## src/rtl/iotdf_pkg.sv

```systemverilog
// Shared definitions for the IOT data-filter scheduler: filter function codes,
// FSM state encoding and record geometry.
package iotdf_pkg;

  localparam int IOT_BYTES = 16;

  typedef logic [3:0] fn_t;

  localparam fn_t F_MAX     = 4'd1;
  localparam fn_t F_MIN     = 4'd2;
  localparam fn_t F_AVG     = 4'd3;
  localparam fn_t F_EXTRACT = 4'd4;
  localparam fn_t F_EXCLUDE = 4'd5;
  localparam fn_t F_SUM     = 4'd6;
  localparam fn_t F_MEDIAN  = 4'd7;
  localparam fn_t F_PEAKMAX = 4'd8;
  localparam fn_t F_PEAKMIN = 4'd9;

  localparam logic [2:0] S_IDLE  = 3'd0;
  localparam logic [2:0] S_LOAD  = 3'd1;
  localparam logic [2:0] S_SEND  = 3'd2;
  localparam logic [2:0] S_DRAIN = 3'd3;
  localparam logic [2:0] S_FLUSH = 3'd4;

  function automatic logic fn_is_valid(input fn_t fn);
    return (fn >= F_MAX) && (fn <= F_PEAKMIN);
  endfunction

endpackage

```

## src/rtl/iotdf_sched_if.sv

```systemverilog
// Bundle of requester, filter and result signals around the scheduler.
// The scheduler takes the slave view; the environment drives the master view.
interface iotdf_sched_if;
  logic         req0_valid;
  logic         req1_valid;
  logic [3:0]   req0_fn;
  logic [3:0]   req1_fn;
  logic [127:0] req0_data;
  logic [127:0] req1_data;
  logic         req0_ready;
  logic         req1_ready;
  logic         dut_busy;
  logic         dut_valid;
  logic [127:0] dut_out;
  logic         dut_in_en;
  logic [7:0]   dut_iot_in;
  logic [3:0]   dut_fn_sel;
  logic         res_valid;
  logic         res_src;
  logic [127:0] res_data;
  logic         bad_fn;

  modport slave (
    input  req0_valid, req1_valid, req0_fn, req1_fn, req0_data, req1_data,
    input  dut_busy, dut_valid, dut_out,
    output req0_ready, req1_ready, dut_in_en, dut_iot_in, dut_fn_sel,
    output res_valid, res_src, res_data, bad_fn
  );

  modport master (
    output req0_valid, req1_valid, req0_fn, req1_fn, req0_data, req1_data,
    output dut_busy, dut_valid, dut_out,
    input  req0_ready, req1_ready, dut_in_en, dut_iot_in, dut_fn_sel,
    input  res_valid, res_src, res_data, bad_fn
  );
endinterface

```

## src/rtl/iotdf_rr_arb.sv

```systemverilog
// Two-way round-robin arbiter: on a tie the requester not granted last wins;
// the priority pointer only moves when the scheduler finishes a batch.
module iotdf_rr_arb (
  input  logic       clk,
  input  logic       rst_n,
  input  logic [1:0] req,
  input  logic       advance,
  input  logic       owner,
  output logic       grant
);

  logic prio_q, prio_d;

  always_comb begin
    prio_d = prio_q;
    if (advance) prio_d = ~owner;
  end

  always_ff @(posedge clk or negedge rst_n) begin
    if (!rst_n) prio_q <= 1'b0;
    else        prio_q <= prio_d;
  end

  assign grant = (req[0] && req[1]) ? prio_q : req[1];

endmodule

```

## src/rtl/iotdf_sched.sv

```systemverilog
// Batch scheduler in front of an IOT data filter: grants one requester per
// batch, streams its records byte by byte and tags the filter results.
module iotdf_sched
  import iotdf_pkg::*;
#(
  parameter int RECS_PER_BATCH = 8,
  parameter int DRAIN_CYC      = 4
) (
  input logic          clk,
  input logic          rst_n,
  iotdf_sched_if.slave bus
);

  localparam int RW = $clog2(RECS_PER_BATCH + 1);
  localparam int DW = $clog2(DRAIN_CYC + 1);
  localparam logic [RW-1:0] LAST_REC   = RW'(RECS_PER_BATCH - 1);
  localparam logic [DW-1:0] LAST_DRAIN = DW'(DRAIN_CYC - 1);
  localparam logic [3:0]    LAST_BYTE  = 4'(IOT_BYTES - 1);

  logic [2:0]    state_q, state_d;
  logic          owner_q, owner_d;
  fn_t           fn_sel_q, fn_sel_d;
  logic [127:0]  rec_q, rec_d;
  logic [3:0]    byte_idx_q, byte_idx_d;
  logic [RW-1:0] rec_cnt_q, rec_cnt_d;
  logic [DW-1:0] drain_cnt_q, drain_cnt_d;
  logic          bad_fn_q, bad_fn_d;
  logic          res_valid_q, res_valid_d;
  logic          res_src_q, res_src_d;
  logic [127:0]  res_data_q, res_data_d;

  logic [1:0]    arb_req;
  logic          arb_grant;
  logic          arb_advance;
  fn_t           grant_fn;
  logic          own_valid;
  logic [127:0]  own_data;

  assign arb_req   = {bus.req1_valid, bus.req0_valid};
  assign grant_fn  = arb_grant ? bus.req1_fn : bus.req0_fn;
  assign own_valid = owner_q ? bus.req1_valid : bus.req0_valid;
  assign own_data  = owner_q ? bus.req1_data : bus.req0_data;

  iotdf_rr_arb u_arb (
    .clk     (clk),
    .rst_n   (rst_n),
    .req     (arb_req),
    .advance (arb_advance),
    .owner   (owner_q),
    .grant   (arb_grant)
  );

  always_comb begin
    state_d     = state_q;
    owner_d     = owner_q;
    fn_sel_d    = fn_sel_q;
    rec_d       = rec_q;
    byte_idx_d  = byte_idx_q;
    rec_cnt_d   = rec_cnt_q;
    drain_cnt_d = drain_cnt_q;
    bad_fn_d    = 1'b0;
    arb_advance = 1'b0;

    case (state_q)
      S_IDLE: begin
        if (|arb_req) begin
          owner_d     = arb_grant;
          fn_sel_d    = grant_fn;
          rec_cnt_d   = '0;
          byte_idx_d  = '0;
          drain_cnt_d = '0;
          if (fn_is_valid(grant_fn)) begin
            state_d = S_LOAD;
          end else begin
            bad_fn_d = 1'b1;
            state_d  = S_FLUSH;
          end
        end
      end
      S_LOAD: begin
        if (own_valid) begin
          rec_d      = own_data;
          byte_idx_d = '0;
          state_d    = S_SEND;
        end
      end
      S_SEND: begin
        if (!bus.dut_busy) begin
          byte_idx_d = byte_idx_q + 4'd1;
          if (byte_idx_q == LAST_BYTE) begin
            rec_cnt_d = rec_cnt_q + RW'(1);
            if (rec_cnt_q == LAST_REC) begin
              drain_cnt_d = '0;
              state_d     = S_DRAIN;
            end else begin
              state_d = S_LOAD;
            end
          end
        end
      end
      // The filter may still be chewing on the tail; a busy cycle restarts the wait.
      S_DRAIN: begin
        if (bus.dut_busy) begin
          drain_cnt_d = '0;
        end else if (drain_cnt_q == LAST_DRAIN) begin
          arb_advance = 1'b1;
          state_d     = S_IDLE;
        end else begin
          drain_cnt_d = drain_cnt_q + DW'(1);
        end
      end
      S_FLUSH: begin
        if (own_valid) begin
          if (rec_cnt_q == LAST_REC) begin
            arb_advance = 1'b1;
            state_d     = S_IDLE;
          end else begin
            rec_cnt_d = rec_cnt_q + RW'(1);
          end
        end
      end
      default: state_d = S_IDLE;
    endcase
  end

  always_comb begin
    res_valid_d = bus.dut_valid;
    res_src_d   = bus.dut_valid ? owner_q : res_src_q;
    res_data_d  = bus.dut_valid ? bus.dut_out : res_data_q;
  end

  always_ff @(posedge clk or negedge rst_n) begin
    if (!rst_n) begin
      state_q     <= S_IDLE;
      owner_q     <= 1'b0;
      fn_sel_q    <= '0;
      rec_q       <= '0;
      byte_idx_q  <= '0;
      rec_cnt_q   <= '0;
      drain_cnt_q <= '0;
      bad_fn_q    <= 1'b0;
      res_valid_q <= 1'b0;
      res_src_q   <= 1'b0;
      res_data_q  <= '0;
    end else begin
      state_q     <= state_d;
      owner_q     <= owner_d;
      fn_sel_q    <= fn_sel_d;
      rec_q       <= rec_d;
      byte_idx_q  <= byte_idx_d;
      rec_cnt_q   <= rec_cnt_d;
      drain_cnt_q <= drain_cnt_d;
      bad_fn_q    <= bad_fn_d;
      res_valid_q <= res_valid_d;
      res_src_q   <= res_src_d;
      res_data_q  <= res_data_d;
    end
  end

  assign bus.req0_ready = ((state_q == S_LOAD) || (state_q == S_FLUSH)) && !owner_q;
  assign bus.req1_ready = ((state_q == S_LOAD) || (state_q == S_FLUSH)) && owner_q;
  assign bus.dut_in_en  = (state_q == S_SEND) && !bus.dut_busy;
  assign bus.dut_iot_in = (state_q == S_SEND) ? rec_q[{byte_idx_q, 3'b000} +: 8] : 8'd0;
  assign bus.dut_fn_sel = fn_sel_q;
  assign bus.bad_fn     = bad_fn_q;
  assign bus.res_valid  = res_valid_q;
  assign bus.res_src    = res_src_q;
  assign bus.res_data   = res_data_q;

endmodule

```

## src/flat_wrapper.sv

```systemverilog
// flat-port wrapper written by rule: the top's interface ports become plain ports
module iotdf_sched_flat import iotdf_pkg::*;
#(
  parameter int RECS_PER_BATCH = 8,
  parameter int DRAIN_CYC      = 4
)
  (clk, rst_n, bus_req0_valid, bus_req1_valid, bus_req0_fn, bus_req1_fn, bus_req0_data, bus_req1_data, bus_dut_busy, bus_dut_valid, bus_dut_out, bus_req0_ready, bus_req1_ready, bus_dut_in_en, bus_dut_iot_in, bus_dut_fn_sel, bus_res_valid, bus_res_src, bus_res_data, bus_bad_fn);
  iotdf_sched_if bus_i ();
  input logic clk;
  input logic rst_n;
  input wire logic [$bits(bus_i.req0_valid)-1:0] bus_req0_valid;
  input wire logic [$bits(bus_i.req1_valid)-1:0] bus_req1_valid;
  input wire logic [$bits(bus_i.req0_fn)-1:0] bus_req0_fn;
  input wire logic [$bits(bus_i.req1_fn)-1:0] bus_req1_fn;
  input wire logic [$bits(bus_i.req0_data)-1:0] bus_req0_data;
  input wire logic [$bits(bus_i.req1_data)-1:0] bus_req1_data;
  input wire logic [$bits(bus_i.dut_busy)-1:0] bus_dut_busy;
  input wire logic [$bits(bus_i.dut_valid)-1:0] bus_dut_valid;
  input wire logic [$bits(bus_i.dut_out)-1:0] bus_dut_out;
  output wire logic [$bits(bus_i.req0_ready)-1:0] bus_req0_ready;
  output wire logic [$bits(bus_i.req1_ready)-1:0] bus_req1_ready;
  output wire logic [$bits(bus_i.dut_in_en)-1:0] bus_dut_in_en;
  output wire logic [$bits(bus_i.dut_iot_in)-1:0] bus_dut_iot_in;
  output wire logic [$bits(bus_i.dut_fn_sel)-1:0] bus_dut_fn_sel;
  output wire logic [$bits(bus_i.res_valid)-1:0] bus_res_valid;
  output wire logic [$bits(bus_i.res_src)-1:0] bus_res_src;
  output wire logic [$bits(bus_i.res_data)-1:0] bus_res_data;
  output wire logic [$bits(bus_i.bad_fn)-1:0] bus_bad_fn;
  assign bus_i.req0_valid = bus_req0_valid;
  assign bus_i.req1_valid = bus_req1_valid;
  assign bus_i.req0_fn = bus_req0_fn;
  assign bus_i.req1_fn = bus_req1_fn;
  assign bus_i.req0_data = bus_req0_data;
  assign bus_i.req1_data = bus_req1_data;
  assign bus_i.dut_busy = bus_dut_busy;
  assign bus_i.dut_valid = bus_dut_valid;
  assign bus_i.dut_out = bus_dut_out;
  assign bus_req0_ready = bus_i.req0_ready;
  assign bus_req1_ready = bus_i.req1_ready;
  assign bus_dut_in_en = bus_i.dut_in_en;
  assign bus_dut_iot_in = bus_i.dut_iot_in;
  assign bus_dut_fn_sel = bus_i.dut_fn_sel;
  assign bus_res_valid = bus_i.res_valid;
  assign bus_res_src = bus_i.res_src;
  assign bus_res_data = bus_i.res_data;
  assign bus_bad_fn = bus_i.bad_fn;
  iotdf_sched #(.RECS_PER_BATCH(RECS_PER_BATCH), .DRAIN_CYC(DRAIN_CYC)) u_core (.clk(clk), .rst_n(rst_n), .bus(bus_i));
endmodule
```

## config.mk

```make
export PLATFORM = sky130hd
export DESIGN_NAME = iotdf_sched_flat
export DESIGN_NICKNAME = d
export VERILOG_FILES = /design/src/rtl/iotdf_pkg.sv /design/src/rtl/iotdf_sched_if.sv /design/src/rtl/iotdf_rr_arb.sv /design/src/rtl/iotdf_sched.sv /design/src/flat_wrapper.sv
export SDC_FILE = /design/constraint.sdc
export NUM_CORES = 1
export LEC_CHECK = 0
export CAP_MARGIN = 20
export CELL_PAD_IN_SITES_DETAIL_PLACEMENT = 1
export CELL_PAD_IN_SITES_GLOBAL_PLACEMENT = 1
export CORE_AREA = 2 2 214 216
export CTS_CLUSTER_SIZE = 14
export DETAILED_ROUTE_END_ITERATION = 10
export DIE_AREA = 0 0 216 218
export PLACE_DENSITY = 0.69
export SLEW_MARGIN = 20
export SYNTH_ARGS = -nofsm -noshare
export SYNTH_HDL_FRONTEND = slang
export SYNTH_SLANG_ARGS = --single-unit
```

## constraint.sdc

```tcl
create_clock -name clk -period 2.5 [get_ports clk]
set_input_delay 0.25 -clock clk [delete_from_list [all_inputs] [get_ports clk]]
set_output_delay 0.25 -clock clk [all_outputs]
set_load 0.01 [all_outputs]
```

==> results.ini, run 1 <==
[status]
outcome = finished, final reports clean

[timing]
finalSetupViolations = 0
period_share_pct = 99.66
relSlewSlack_pct = 58.64
min_period_ps = 2492
rsz0062_at_grt = true
tightest_slew_ps = 620.5
maxSlewViolCount = 0
whs_ps = 252.9
clock_skew_ps = 18.32
finalHoldViolCount = 0
max_freq_ghz = 0.4014

[yosys]
avgSynthCellArea_um2 = 12.57
syn_area_um2 = 13000
ys_seq_area_share_pct = 53.71
syn_nets = 1436
syn_inst = 1034
asyncSetResetFlopFracSynth_pct = 100.0
ys.flop_type = dfrtp_1
ys_ff_latch = 279
yosys_warnings = 0
synth-edff-count = 0
synth_cell_types = 53

[layout]
nets = 1994
fin_util_pct = 45.92
drive_above_1_share_pct = 19.27
nFillCells = 4774
final_common_cell = clkdlybuf4s50_1
area_growth_pct = 58.59
final_cell_mix = clkdlybuf4s50_1, dfrtp_1, mux2i_1

[grt]
antenna_found_initial = 11
grt_usage_pct = 21.78
grt_first_pass_wirelength_um = 75870
grt_overflow = 0
grt_max_degree = 64
grt_pass1_vias = 11867

[power]
leakage_uw = 0.008413
power_density_nw_per_um2 = 956.1
irDropWorstVdd_uv = 564.6

[flow_run]
maxCapViolCount = 0

[cts]
cts_tree = done
numCtsBuffers = 36
cts-root-buf = clkbuf_16
cts_max_level = 2
path_clk_slew_ps = 60
numClockSinks = 279
clk-insertion-delay-late_ps = 550
cts_max_path_buffers = 3

[critical_path]
timing.rr.start = u_core.state_q[2]
crit_arrival_ps = 2240
critPathRequiredTime_ps = 2250
worstSetupPathType = reg2out
end_kind = primary output
r2r_slack_ps = 450
r2r_end = u_core.rec_q[77]
startpoint_type = flop
path_max_fanout = 14
r2r_cells = 6

[route]
drt_iter0_drc = 444
drc_errors = 0
vias_per_cell = 4.811
wl_per_cell_um = 23.30
firstDrtPassIters = 4
ant_nets = 0
dr_total_vias = 10686
drt-total-wl_um = 51750

[place]
hpwlAfterDp_um = 40690
place.gp.congestion = 0.8077
io_buffers = 543

[floorplanning]
dieArea_um2 = 47090
die_h_um = 218
start_util_pct = 28.95
num_rows = 78
ioPinCount = 544
die_width_um = 216
core_um2 = 44890

[min_path]
hp-class = in2async

[layout make-up]
| class | count | area (um^2) | share of cell area [%] |
|---|---|---|---|
| clock inverter | 14 | 187.7 | 0.9104 |
| timing repair buffer | 596 | 5983 | 29.02 |
| multi-input combinational | 674 | 5633 | 27.32 |
| clock buffer | 51 | 1049 | 5.086 |
| tap | 600 | 750.7 | 3.642 |
| antenna | 2 | 5.005 | 0.02428 |
| inverter | 5 | 18.77 | 0.09104 |
| sequential | 279 | 6988 | 33.90 |
[repair_timing]
action	CTS	global route
hold endpoints to repair	50	0
hold buffers	1	0
resized for setup	32	11
buffers inserted	1	7
setup endpoints to repair	9	7
[synthesized netlist by cell type (6+ instances only)]
library cell | n | share of area, %
nand2_1 | 14 | 0.40
o22ai_1 | 8 | 0.39
nor2_1 | 133 | 3.8
mux2i_1 | 153 | 12
mux2_2 | 132 | 11
a21oi_1 | 131 | 5.0
dfrtp_1 | 279 | 54
clkbuf_1 | 30 | 0.87
buf_2 | 23 | 0.89
buf_6 | 13 | 1.1
mux4_2 | 32 | 5.5
o21ai_0 | 11 | 0.42
nand3_1 | 6 | 0.23
[sequential cells by signal, indices dropped and copies added (netlist names)]
register,cells
u_core.u_arb.prio_q,1
u_core.byte_idx_q,4
u_core.bus.res_valid,1
u_core.bus.res_data,128
u_core.bus.dut_fn_sel,4
u_core.drain_cnt_q,3
u_core.owner_q,1
u_core.bus.bad_fn,1
u_core.bus.res_src,1
u_core.rec_q,128
u_core.state_q,3
u_core.rec_cnt_q,4
[where the power goes]
part	internal [uW]	switching, uW
clock	3350	2110
sequential	5870	1080
combinational	3790	3500
total	13000	6690
[worst max path at each step]
stage,startpoint,endpoint,slack [ps],cells after the start
after floorplan,u_core.byte_idx_q[0],bus_dut_iot_in[0],650,5
after global placement,u_core.byte_idx_q[0],bus_dut_iot_in[2],240,5
after detailed placement,u_core.byte_idx_q[0],bus_dut_iot_in[2],240,5
after CTS,u_core.byte_idx_q[0],bus_dut_iot_in[5],-130,5
after global routing,u_core.byte_idx_q[0],bus_dut_iot_in[6],-100,6
final,u_core.byte_idx_q[0],bus_dut_iot_in[2],8,5
[through the flow]
| stage | TNS (ps) | cell area, um^2 | total power, uW | instances | setup WS (ps) |
|---|---|---|---|---|---|
| 3_3_place_gp | 0 | 19260 | 14000 | 2145 | 241.6 |
| 3_5_place_dp | 0 | 19260 | 14210 | 2145 | 238.0 |
| 4_1_cts | -340.5 | 20530 | 19910 | 2212 | -125.2 |
| 5_1_grt | -435.2 | 20610 | 20820 | 2221 | -98.24 |
| 6_report | 0 | 20610 | 19710 | 2221 | 8.481 |
| 2_1_floorplan | 0 | 13000 | 10900 | 1034 | 647.5 |
[critical path: stages (launching register included)]
cell             delay (ps)
dfrtp_2                 410
buf_12                  170
mux4_2                  520
mux2i_2                 190
o22ai_1                 140
clkdlybuf4s15_2         260
[cells by family after synthesis]
logic type | after synthesis | share of synthesized area, %
XOR/XNOR | 1 | 0.06739
flip-flops | 279 | 53.71
buffers and inverters | 81 | 3.436
AND/OR/NAND/NOR | 183 | 6.228
multiplexers | 319 | 28.99
AO/OA/AOI/OAI | 167 | 7.181
adder cells (fa/ha/maj) | 4 | 0.3850
[layer usage]
layer / global-route usage (%) / routed length, um / part of all wire (%)
met4: 8.539 / 1781 / 3.4
met2: 39.07 / 26930 / 52
met1: 23.45 / 18810 / 36
met3: 7.657 / 4161 / 8.0
met5: 0 / 70 / 0.14
No activity file was read; power rests on OpenSTA's default activity.
==> run 2, diff against run 1 <==
--- a/config.mk
+++ b/config.mk
@@ -12,6 +12,7 @@
 export CTS_CLUSTER_SIZE = 14
 export DETAILED_ROUTE_END_ITERATION = 10
 export DIE_AREA = 0 0 216 218
+export GPL_ROUTABILITY_DRIVEN = 0
 export PLACE_DENSITY = 0.69
 export SLEW_MARGIN = 20
 export SYNTH_ARGS = -nofsm -noshare
==> results of run 2 <==
Final layout, timing and power as in run 1 (identical DEF).
==> run 3, diff against run 2 <==
--- a/config.mk
+++ b/config.mk
@@ -5,7 +5,6 @@
 export SDC_FILE = /design/constraint.sdc
 export NUM_CORES = 1
 export LEC_CHECK = 0
-export CAP_MARGIN = 20
 export CELL_PAD_IN_SITES_DETAIL_PLACEMENT = 1
 export CELL_PAD_IN_SITES_GLOBAL_PLACEMENT = 1
 export CORE_AREA = 2 2 214 216
==> results of run 3 <==
Final layout, timing and power as in run 1 (identical DEF).
